$ cat config.mk
export PLATFORM = sky130hd
export DESIGN_NAME = alu_muldiv
export DESIGN_NICKNAME = d
export VERILOG_FILES = /design/src/rtl/alu_muldiv_pkg.sv /design/src/rtl/alu_muldiv_sign.sv /design/src/rtl/alu_muldiv.sv
export SDC_FILE = /design/constraint.sdc
export NUM_CORES = 1
export LEC_CHECK = 0
export BUFFER_PORTS_ARGS = -buffer_cell sky130_fd_sc_hd__buf_2
export CORE_ASPECT_RATIO = 1.25
export CORE_MARGIN = 2
export CORE_UTILIZATION = 52
export CTS_CLUSTER_SIZE = 24
export DETAILED_ROUTE_END_ITERATION = 10
export PLACE_DENSITY = 0.71
export SLEW_MARGIN = 20
export SYNTH_ARGS = -nofsm -noshare
export SYNTH_HDL_FRONTEND = slang
export SYNTH_SLANG_ARGS = --single-unit
$ cat constraint.sdc
create_clock -name clk -period 6 [get_ports clk]
set_input_delay 0.6 -clock clk [delete_from_list [all_inputs] [get_ports clk]]
set_output_delay 0.6 -clock clk [all_outputs]
set_load 0.01 [all_outputs]
$ cat src/rtl/alu_muldiv_pkg.sv
// Shared opcode and FSM state definitions for the iterative multiply/divide unit.
// Op decode helpers keep the top's accept logic readable.
package alu_muldiv_pkg;

  localparam logic [2:0] MD_OP_MULT  = 3'b000;
  localparam logic [2:0] MD_OP_MULTU = 3'b001;
  localparam logic [2:0] MD_OP_DIV   = 3'b010;
  localparam logic [2:0] MD_OP_DIVU  = 3'b011;
  localparam logic [2:0] MD_OP_MTHI  = 3'b100;
  localparam logic [2:0] MD_OP_MTLO  = 3'b101;

  typedef enum logic [1:0] {
    MD_ST_IDLE = 2'd0,
    MD_ST_RUN  = 2'd1,
    MD_ST_FIX  = 2'd2
  } md_state_e;

  // MULT/MULTU/DIV/DIVU occupy the lower half of the opcode space
  function automatic logic md_is_arith(input logic [2:0] op);
    return !op[2];
  endfunction

  function automatic logic md_is_signed(input logic [2:0] op);
    return !op[2] && !op[0];
  endfunction

  function automatic logic md_is_div(input logic [2:0] op);
    return !op[2] && op[1];
  endfunction

endpackage

$ cat src/rtl/alu_muldiv_sign.sv
// Conditional two's-complement negate; used both for operand magnitudes and result sign fix-up.
module alu_muldiv_sign #(
  parameter int W = 32
) (
  input  logic [W-1:0] val,
  input  logic         neg,
  output logic [W-1:0] res
);

  assign res = neg ? (~val + {{(W-1){1'b0}}, 1'b1}) : val;

endmodule

$ cat src/rtl/alu_muldiv.sv
// Iterative MULT/MULTU/DIV/DIVU unit owning HI/LO, one result bit per cycle.
// acc_hi/acc_lo double as {product} for multiply and {remainder, quotient} for divide.
module alu_muldiv
  import alu_muldiv_pkg::*;
#(
  parameter int WORD_WIDTH = 32
) (
  input  logic                  clk,
  input  logic                  reset,
  input  logic                  start,
  input  logic                  flush,
  input  logic [2:0]            op,
  input  logic [WORD_WIDTH-1:0] a_input,
  input  logic [WORD_WIDTH-1:0] b_input,
  output logic                  busy,
  output logic                  done,
  output logic                  div_zero,
  output logic [WORD_WIDTH-1:0] hi,
  output logic [WORD_WIDTH-1:0] lo
);

  localparam int W  = WORD_WIDTH;
  localparam int CW = $clog2(W);

  md_state_e     state_q, state_d;
  logic [CW-1:0] cnt_q;
  logic [W-1:0]  opnd_q, acc_hi_q, acc_lo_q, hi_q, lo_q;
  logic          div_q, neg_res_q, neg_rem_q, dz_q, done_q, div_zero_q;

  logic [W-1:0]   a_abs, b_abs, quo_fix, rem_fix;
  logic [2*W-1:0] prod_fix;
  logic           sgn;
  logic [W:0]     mul_sum, div_sh;
  logic [W-1:0]   div_diff;
  logic           div_ge;

  assign sgn = md_is_signed(op);

  alu_muldiv_sign #(.W(W))   u_abs_a (.val(a_input), .neg(sgn & a_input[W-1]), .res(a_abs));
  alu_muldiv_sign #(.W(W))   u_abs_b (.val(b_input), .neg(sgn & b_input[W-1]), .res(b_abs));
  alu_muldiv_sign #(.W(2*W)) u_fix_p (.val({acc_hi_q, acc_lo_q}), .neg(neg_res_q), .res(prod_fix));
  alu_muldiv_sign #(.W(W))   u_fix_q (.val(acc_lo_q), .neg(neg_res_q), .res(quo_fix));
  alu_muldiv_sign #(.W(W))   u_fix_r (.val(acc_hi_q), .neg(neg_rem_q), .res(rem_fix));

  // Multiply: add multiplicand on LSB of multiplier, shift right.
  // Divide: shift remainder left pulling in dividend MSB, subtract if it fits.
  assign mul_sum  = {1'b0, acc_hi_q} + (acc_lo_q[0] ? {1'b0, opnd_q} : {(W+1){1'b0}});
  assign div_sh   = {acc_hi_q, acc_lo_q[W-1]};
  assign div_ge   = div_sh >= {1'b0, opnd_q};
  assign div_diff = div_sh[W-1:0] - opnd_q;

  always_comb begin
    state_d = state_q;
    case (state_q)
      MD_ST_IDLE: if (start && !flush && md_is_arith(op)) state_d = MD_ST_RUN;
      MD_ST_RUN:  if (flush) state_d = MD_ST_IDLE;
                  else if (cnt_q == '0) state_d = MD_ST_FIX;
      MD_ST_FIX:  state_d = MD_ST_IDLE;
      default:    state_d = MD_ST_IDLE;
    endcase
  end

  always_ff @(posedge clk) begin
    if (reset) begin
      state_q    <= MD_ST_IDLE;
      cnt_q      <= '0;
      opnd_q     <= '0;
      acc_hi_q   <= '0;
      acc_lo_q   <= '0;
      hi_q       <= '0;
      lo_q       <= '0;
      div_q      <= 1'b0;
      neg_res_q  <= 1'b0;
      neg_rem_q  <= 1'b0;
      dz_q       <= 1'b0;
      done_q     <= 1'b0;
      div_zero_q <= 1'b0;
    end else begin
      state_q <= state_d;
      done_q  <= 1'b0;
      case (state_q)
        MD_ST_IDLE: if (start && !flush) begin
          if (md_is_arith(op)) begin
            div_q     <= md_is_div(op);
            opnd_q    <= md_is_div(op) ? b_abs : a_abs;
            acc_hi_q  <= '0;
            acc_lo_q  <= md_is_div(op) ? a_abs : b_abs;
            neg_res_q <= sgn & (a_input[W-1] ^ b_input[W-1]);
            neg_rem_q <= sgn & a_input[W-1];
            cnt_q     <= CW'(W-1);
            if (md_is_div(op)) begin
              div_zero_q <= 1'b0;
              dz_q       <= (b_input == '0);
            end
          end else if (op == MD_OP_MTHI) hi_q <= a_input;
          else if (op == MD_OP_MTLO) lo_q <= a_input;
        end
        MD_ST_RUN: begin
          cnt_q <= cnt_q - 1'b1;
          if (div_q) begin
            acc_hi_q <= div_ge ? div_diff : div_sh[W-1:0];
            acc_lo_q <= {acc_lo_q[W-2:0], div_ge};
          end else begin
            acc_hi_q <= mul_sum[W:1];
            acc_lo_q <= {mul_sum[0], acc_lo_q[W-1:1]};
          end
        end
        MD_ST_FIX: if (!flush) begin
          done_q <= 1'b1;
          if (div_q) begin
            // divide-by-zero: remainder path already reproduces a_input
            hi_q       <= rem_fix;
            lo_q       <= dz_q ? '1 : quo_fix;
            div_zero_q <= dz_q;
          end else begin
            {hi_q, lo_q} <= prod_fix;
          end
        end
        default: ;
      endcase
    end
  end

  assign busy     = (state_q != MD_ST_IDLE);
  assign done     = done_q;
  assign div_zero = div_zero_q;
  assign hi       = hi_q;
  assign lo       = lo_q;

endmodule

==> metrics.yaml, run 1 <==
status: "finished, final reports clean"
antenna_left: 0
start_util: 0.526
vias: 16530
worstPathRequired_ps: 6350
cts-root-buf: "clkbuf_16"
nFillCells: 2710
die_x_um: 155
clock_latency_ps: 460
clk_transition_reported_paths_ps: 80
grt_pass1_wl_mm: 90.6
hold_buffers: 0
ys_top_cells_by_area: "dfxtp_1, nor2_1, a21oi_1, ha_1, o21ai_0"
core_sq_um: 28200
maxCapViolations: 0
final_hold_viol_count: 0
fin_crit_sh: 0.724
fp.dieH_um: 193
clkPwrFrac: 0.328
place_congestion: 1.03
tightest_slew_ps: 1130
p_sw_frac: 0.379
synth_area_sq_um: 14800
synthCells: 2068
r2r_slack_ps: 1650
synth.distinct_cells: 72
hp-class: "input pin to register"
synthTopCellsByCount: "nor2_1, nand2_1, a21oi_1"
drcViolationCount: 0
numCtsBuffers: 17
finalMaxSlewViolations: 0
holdWs_ps: 392
diodes: 0
grt_pass1_vias: 15043
vias_per_cell: 6.74
synth.largest_area_cell: "dfxtp_1"
skew_ps: 13.9
peakVddDrop_uv: 202
seq_area_frac_synth: 0.233
slew_headroom: 0.246
cts_resized: 0
grt_max_degree: 83
wl_per_cell_um: 25.0
syn_area_per_cell_sq_um: 7.18
rsz0062_at_grt: "no"
setup_viol_count_final: 0
drtIter0Drc: 1777
r2r-end: "acc_hi_q[29]"
period_needed_ps: 4350
arrival_ps: 4700
drive_above_1_share: 0.106
cts_tree: "done"
cts_setup_buffers: 0
yosysMostFrequentCell: "nor2_1"
async_flop_share: 0
p_leak_nw: 6.56
synth_top_cell_area_share: 0.233
grt_usage: 0.400
synth_edf_count: 0
dr.pass1.iters: 6
synth_ff_type: "dfxtp_1"
yosysWarnings: 0
area_delta_synth_final_pct: 9.05
globalRouteOverflowTotal: 0
combPwrFrac: 0.303
r2r_cells: 11
path_class: "register to register"
pwr_density_cell_nw_per_um2: 218
yosys_register_bits: 173
die_area_sq_um: 29900
timing.setup.tns_ps: 0
dp_hpwl_mm: 47.1
cts_sinks: 173
endpoint_kind: "register"
port_buffers: 137
endpoint: "acc_hi_q[29]"
seq_power_share: 0.368
antenna_found_initial: 0
rows: 69
critPathLaunchType: "register"
clockBufferDepth: 2
io_pins: 138
path_max_fanout: 31
rr_startpoint: "acc_lo_q[0]"
startpoint: "acc_lo_q[0]"
p_sw_mw: 1.34
fmax_mhz: 230
htree_levels: 4
final_nets: 2229
syn-num-nets: 2211
p_int_mw: 2.19
wl_mm: 61.4
## critical path, cell delays in order (launching register included)
cell and delay, ps:
dfxtp_1 500, clkinv_1 860, nor2_1 330, ha_1 320, o211ai_1 190, a21oi_1 100
o41a_1 430, a311oi_1 630, o41ai_1 300, a21oi_1 230, mux2i_1 100, a211o_1 230
## power by group through the flow
stage	registers, mW	clock network, mW	logic, mW
final	1.30	1.16	1.07
after detailed placement	1.32	0	1.04
after global placement	1.32	0	1.03
after floorplan	1.27	0	0.723
after CTS	1.30	1.15	1.04
after global routing	1.31	1.20	1.15
## cells by family after synthesis
| group | Yosys count | synth area share |
|---|---|---|
| buffers and inverters | 219 | 0.0567 |
| adder cells (fa/ha/maj) | 72 | 0.0617 |
| flip-flops | 173 | 0.233 |
| XOR/XNOR | 162 | 0.0956 |
| AO/OA/AOI/OAI | 709 | 0.312 |
| AND/OR/NAND/NOR | 698 | 0.217 |
| multiplexers | 35 | 0.0236 |
## state kept, by name, summed over array words and instances, names as in the netlist, 2 cells and up
signal and cells:
acc_hi_q 32, acc_lo_q 32, cnt_q 5, hi 32, lo 32, opnd_q 32, state_q 2
## per-layer routing
metal,share of wire,track usage
met4,0.092,0.315
met1,0.38,0.466
met3,0.072,0.0525
met2,0.46,0.663
met5,0,0
## cell usage in the layout, fill, tap and decap left out, types with 30 or more instances in the layout
| master | netlist | routed |
|---|---|---|
| inv_1 | 59 | 58 |
| a21o_1 | 30 | 30 |
| ha_1 | 70 | 70 |
| buf_2 | 2 | 136 |
| nor3_1 | 55 | 54 |
| a21oi_1 | 186 | 186 |
| nand2_1 | 190 | 190 |
| nor2_1 | 254 | 250 |
| xor2_1 | 88 | 88 |
| dfxtp_1 | 173 | 172 |
| o21ai_0 | 162 | 161 |
| xnor2_1 | 74 | 74 |
| a211oi_1 | 65 | 65 |
| mux2i_1 | 35 | 35 |
## final cells by class
cell class | count | area [sq um] | area share
timing repair buffer | 159 | 873 | 0.0540
clock buffer | 19 | 443 | 0.0274
clock inverter | 13 | 139 | 0.00858
multi-input combinational | 1676 | 10600 | 0.655
inverter | 59 | 221 | 0.0137
tap | 355 | 444 | 0.0274
sequential | 173 | 3460 | 0.214
## per-stage QoR
stage | std cells | area (sq um) | util | setup slack [ps] | total power [mW]
6_report | 2454 | 16200 | 0.573 | 1650 | 3.53
5_1_grt | 2454 | 16200 | 0.573 | 1330 | 3.65
4_1_cts | 2454 | 16200 | 0.573 | 1960 | 3.49
3_5_place_dp | 2422 | 15600 | 0.553 | 1970 | 2.36
3_3_place_gp | 2421 | 15600 | 0.552 | 2070 | 2.35
2_1_floorplan | 2068 | 14800 | - | 2430 | 2.00
## worst min path at each step
stage / slack (ps) / end / cells after the start / from
4_1_cts: 390 / state_q[1] / 2 / flush
3_5_place_dp: 440 / lo[29] / 2 / lo[29]
6_report: 390 / state_q[1] / 2 / flush
5_1_grt: 410 / state_q[1] / 2 / flush
2_1_floorplan: 450 / opnd_q[1] / 2 / opnd_q[1]
3_3_place_gp: 440 / lo[5] / 2 / lo[5]
(Power assumes the default switching activity.)
==> inputs of run 2 (changes only) <==
==> constraint.sdc (replaced) <==
create_clock -name clk -period 4.1 [get_ports clk]
set_input_delay 0.41 -clock clk [delete_from_list [all_inputs] [get_ports clk]]
set_output_delay 0.41 -clock clk [all_outputs]
set_load 0.01 [all_outputs]
==> run 2 against run 1 <==
  * Clock power up 34%
  * Die area is the same
  * Utilization up 1.2 points
  * Global-route usage is 1.0 points higher
  * Total power is 43% higher
  * Non-clock buffer count increased by 54
  * Setup slack worse by 1200 ps
  * Critical path depth shrank 3
  * Critical path type unchanged
  * Count of clock-buffer cells in the layout fell by 1
==> metrics.yaml, run 2 (same netlist as run 1, synthesis figures left out) <==
fin_crit_sh: 0.881  # +0.156
hp-class: "input pin to register"
mostFrequentLayoutCells: "nor2_1, nand2_1, a21oi_1, dfxtp_1, o21ai_0"
path_common_cell: "or4_4"
path_cells: "or4_1 -> or4_4 -> or4_4 -> or4_4 -> o41ai_1 -> xor2_1 -> a2111oi_0 -> a21o_1"
rows: 69  # unchanged
setup_viol_count_final: 0  # unchanged
p_sw_frac: 0.386  # +0.00706
grt_max_degree: 64  # -23%
globalRouteOverflowTotal: 0  # unchanged
nFillCells: 2741  # +1.1%
p_sw_mw: 1.96  # +46%
wl_per_cell_um: 24.8  # -0.73%
start_util: 0.526  # unchanged
clock_latency_ps: 450  # about the same
endpoint_kind: "register"
fp.dieH_um: 193  # unchanged
path_class: "register to register"
grt_pass1_vias: 15764  # +4.8%
skew_ps: 13.7  # -0.233 ps
clkPwrFrac: 0.307  # -0.021
cpPeakStageDelay_ps: 650  # -210 ps
r2r_slack_ps: 490  # -1170 ps
core_sq_um: 28200  # unchanged
port_buffers: 137  # unchanged
slew_headroom: 0.272  # +0.0262
dr.pass1.iters: 6  # unchanged
cts_tree: "done"
period_needed_ps: 3610  # -735 ps
final_nets: 2283  # +2.4%
critPathLaunchType: "register"
final_common_cell: "nor2_1"
antenna_left: 0  # unchanged
area_delta_synth_final_pct: 11.3
rr_startpoint: "acc_hi_q[3]"
cts_resized: 0  # unchanged
r2r_cells: 8  # -3
htree_levels: 4  # unchanged
cts_setup_buffers: 0  # unchanged
cts_sinks: 173  # unchanged
rsz0062_at_grt: "no"
status: "finished, final reports clean"
clk_transition_reported_paths_ps: 70  # about the same
r2r-end: "hi[24]"
dp_hpwl_mm: 48.4  # +2.7%
crit_slowest_cell: "or4_1"
worstPathRequired_ps: 4490  # -1860 ps
p_leak_nw: 6.81  # +3.9%
hold_depth: 2  # unchanged
holdWs_ps: 249  # -143 ps
postLayoutCoreUtil: 0.585  # +0.0120
p_total_mw: 5.06  # +43%
combPwrFrac: 0.322  # +0.019
vias: 16688  # +0.96%
drtIter0Drc: 1845  # +3.8%
arrival_ps: 4000  # -700 ps
diodes: 0  # unchanged
die_x_um: 155  # unchanged
drcViolationCount: 0  # unchanged
numCtsBuffers: 17  # unchanged
maxCapViolations: 0  # unchanged
io_pins: 138  # unchanged
hold_buffers: 0  # unchanged
final_hold_viol_count: 0  # unchanged
place_congestion: 1.04  # +1.0%
tightest_slew_ps: 1090  # -35.6 ps
seq_power_share: 0.371  # +0.003
pwr_density_cell_nw_per_um2: 306  # +40%
p_int_mw: 3.10  # +42%
min_from: "flush"
clockBufferDepth: 2  # unchanged
finalMaxSlewViolations: 0  # unchanged
drive_above_1_share: 0.128  # +0.0216
peakVddDrop_uv: 226  # +12%
die_area_sq_um: 29900  # unchanged
path_max_fanout: 7  # -77%
grt_pass1_wl_mm: 93.4  # +3.1%
wl_mm: 62.3  # +1.4%
timing.setup.tns_ps: 0  # unchanged
min_to: "state_q[1]"
fmax_mhz: 277  # +20%
antenna_found_initial: 0  # unchanged
vias_per_cell: 6.66  # -1.1%
grt_usage: 0.410  # +0.0102
cts-root-buf: "clkbuf_16"
==> run 2: changes by cell type in the layout (fill, tap and decap cells not counted), sizes merged <==
cell | previous run | this run
buf | 159 | 213
bufinv | 2 | 0
clkinvlp | 5 | 4
clkbuf | 19 | 18
clkinv | 5 | 4
inv | 60 | 63
==> run 2: layer usage <==
metal,wire length [um],track usage
met4,6040,0.348
met1,23400,0.472
met5,0,0
met2,28700,0.677
met3,4090,0.0521
==> run 2: power by group through the flow <==
| stage | Sequential, mW | Combinational (mW) | Clock [mW] |
|---|---|---|---|
| after floorplan | 1.86 | 1.06 | 0 |
| after global placement | 1.91 | 1.57 | 0 |
| after detailed placement | 1.91 | 1.57 | 0 |
| after CTS | 1.87 | 1.58 | 1.55 |
| after global routing | 1.88 | 1.75 | 1.62 |
| final | 1.88 | 1.63 | 1.55 |
==> run 2: worst max-delay path by stage <==
stage / start / endpoint / slack (ps) / depth (start not counted)
2_1_floorplan: acc_hi_q[4] / hi[24] / 530 / 11
3_3_place_gp: acc_hi_q[3] / hi[24] / 560 / 8
3_5_place_dp: acc_hi_q[3] / hi[24] / 530 / 8
4_1_cts: acc_hi_q[3] / hi[24] / 500 / 8
5_1_grt: acc_lo_q[0] / hi[24] / 300 / 11
6_report: acc_hi_q[3] / hi[24] / 490 / 8
==> run 2: metrics by stage <==
step / cells / area (sq um) / setup slack (ps)
detailed placement: 2476 / 16000 / 534
global route: 2506 / 16500 / 303
floorplan: 2068 / 14800 / 529
CTS: 2506 / 16500 / 499
global placement: 2476 / 16000 / 558
finish: 2506 / 16500 / 490
==> run 2: layout make-up <==
| type | count | area (sq um) | area share |
|---|---|---|---|
| clock buffer | 18 | 429 | 0.0260 |
| clock inverter | 12 | 92.6 | 0.00560 |
| timing repair buffer | 213 | 1270 | 0.0769 |
| tap | 355 | 444 | 0.0269 |
| multi-input combinational | 1676 | 10600 | 0.642 |
| inverter | 59 | 221 | 0.0134 |
| sequential | 173 | 3460 | 0.210 |
==> run 2: worst max-delay path: cells and delay by family (launching register included) <==
| family | cells | cell delay (ps) |
|---|---|---|
| and+or+nand+nor | 4 | 2140 |
| AOI/OAI and AO/OA | 3 | 1000 |
| DFF | 1 | 310 |
| xor gates and xnor gates | 1 | 120 |
==> inputs of run 3 (changes only) <==
==> constraint.sdc (replaced) <==
create_clock -name clk -period 4.3 [get_ports clk]
set_input_delay 0.43 -clock clk [delete_from_list [all_inputs] [get_ports clk]]
set_output_delay 0.43 -clock clk [all_outputs]
set_load 0.01 [all_outputs]
==> run 3 against run 2 <==
  * Critical path depth unchanged
  * Count of clock-buffer cells in the layout unchanged
  * First-iteration DRC count down 4.9%
  * Clock power up 9%
  * Utilization up 0.10 points
  * Highest routed layer is now met5
  * Critical endpoint unchanged
  * Sequential share of layout area about the same
  * Global-route usage up 0.41 points
  * Clock skew up 0.73 ps
  * Largest power group unchanged
==> metrics.yaml, run 3 (same netlist as run 1, synthesis figures left out) <==
rows: 69  # unchanged
arrival_ps: 3960  # -40 ps
final_hold_viol_count: 0  # unchanged
rsz0062_at_grt: "no"
grt_usage: 0.414  # +0.00410
skew_ps: 14.4  # +0.728 ps
core_sq_um: 28200  # unchanged
antenna_left: 0  # unchanged
numCtsBuffers: 17  # unchanged
p_sw_frac: 0.375  # -0.0119
cts-root-buf: "clkbuf_16"
drtIter0Drc: 1754  # -4.9%
postLayoutCoreUtil: 0.586  # +0.00102
setup_viol_count_final: 0  # unchanged
dp_hpwl_mm: 49.3  # +1.9%
port_buffers: 137  # unchanged
period_needed_ps: 3560  # -47.0 ps
htree_levels: 4  # unchanged
drive_above_1_share: 0.126  # -0.00209
p_int_mw: 3.14  # +1.2%
cts_resized: 0  # unchanged
io_pins: 138  # unchanged
path_max_fanout: 7  # unchanged
p_sw_mw: 1.88  # -3.7%
drcViolationCount: 0  # unchanged
final_common_cell: "nor2_1"
cts_sinks: 173  # unchanged
cts_tree: "done"
grt_pass1_vias: 15838  # +0.47%
clkPwrFrac: 0.336  # +0.029
area_delta_synth_final_pct: 11.5
clk_transition_reported_paths_ps: 70  # about the same
hold_depth: 2  # unchanged
final_nets: 2277  # -0.26%
slew_headroom: 0.273  # +0.00139
status: "finished, final reports clean"
fmax_mhz: 281  # +1.3%
nFillCells: 2756  # +0.55%
cts_setup_buffers: 0  # unchanged
globalRouteOverflowTotal: 0  # unchanged
antenna_found_initial: 1  # +1
die_x_um: 155  # unchanged
mostFrequentLayoutCells: "nor2_1, nand2_1, a21oi_1, dfxtp_1, o21ai_0"
die_area_sq_um: 29900  # unchanged
place_congestion: 1.02  # -1.7%
hold_buffers: 0  # unchanged
diodes: 0  # unchanged
dr.pass1.iters: 6  # unchanged
endpoint_kind: "register"
grt_pass1_wl_mm: 93.8  # +0.49%
worstPathRequired_ps: 4690  # +200 ps
multiInputGateArea_sq_um: 10600  # about the same
maxCapViolations: 0  # unchanged
wl_per_cell_um: 25.3  # +2.0%
path_common_cell: "or4_4"
wl_mm: 63.4  # +1.8%
hp-class: "input pin to register"
fin_crit_sh: 0.829  # -0.0519
vias: 16813  # +0.75%
timing.setup.tns_ps: 0  # unchanged
clock_latency_ps: 460  # about the same
seq_power_share: 0.356  # -0.015
fp.dieH_um: 193  # unchanged
path_cells: "or4_1 -> or4_4 -> or4_4 -> or4_4 -> o41ai_1 -> xor2_1 -> a2111oi_0 -> a21o_1"
peakVddDrop_uv: 204  # -9.8%
cpPeakStageDelay_ps: 660  # about the same
holdWs_ps: 236  # -12.9 ps
critPathLaunchType: "register"
r2r_slack_ps: 740  # +250 ps
start_util: 0.526  # unchanged
tightest_slew_ps: 1090  # -2.08 ps
p_leak_nw: 6.82  # +0.15%
seq_area_sq_um: 3460  # unchanged
combPwrFrac: 0.307  # -0.015
finalMaxSlewViolations: 0  # unchanged
clockBufferDepth: 2  # unchanged
path_class: "register to register"
crit_slowest_cell: "or4_1"
vias_per_cell: 6.72  # +0.91%
pwr_density_cell_nw_per_um2: 304  # -0.85%
grt_max_degree: 54  # -16%
r2r_cells: 8  # unchanged
## run 3: cell count changes in the layout (fill, tap and decap cells not counted), sizes merged
cell and delta:
buf -6, bufinv +3, clkinvlp -3, inv -1
clkinv +3
## run 3: final cells by class
class                   count  area share
well taps                 355      0.0268
clock inverters            14      0.0113
clock buffers              18      0.0259
inverters                  59      0.0134
multi-input cells        1676       0.640
flip-flops and latches    173       0.209
repair buffers            207      0.0733
## run 3: worst max-delay path: cells and delay by family (launching register included)
family	cells	cell delay [ps]
and+or+nand+nor	4	2150
DFF	1	310
xor gates and xnor gates	1	110
AOI/OAI and AO/OA	3	960
## run 3: worst paths after layout
path | to | from
max | hi[24] | acc_hi_q[3]
min | state_q[1] | flush
max reg2reg | hi[24] | acc_hi_q[3]
min reg2reg | lo[9] | lo[9]
## run 3: stage by stage
stage          cells  setup slack [ps]  total power [mW]  cell area [sq um]
2_1_floorplan   2068               729              2.78              14800
3_3_place_gp    2470               791              3.30              15900
3_5_place_dp    2470               773              3.31              15900
4_1_cts         2502               735              4.96              16600
5_1_grt         2502               520              5.19              16600
6_report        2502               737              5.03              16600
## run 3: power groups by stage
stage,Clock (mW),Combinational [mW],Sequential [mW]
floorplan,0,1.01,1.78
global placement,0,1.48,1.82
detailed placement,0,1.49,1.82
CTS,1.68,1.50,1.79
global route,1.74,1.66,1.80
finish,1.69,1.54,1.79
## run 3: layer usage
layer / routed length [um] / global-route usage
met5: 11 / 0
met3: 4330 / 0.0636
met1: 23500 / 0.466
met2: 29600 / 0.692
met4: 5950 / 0.347
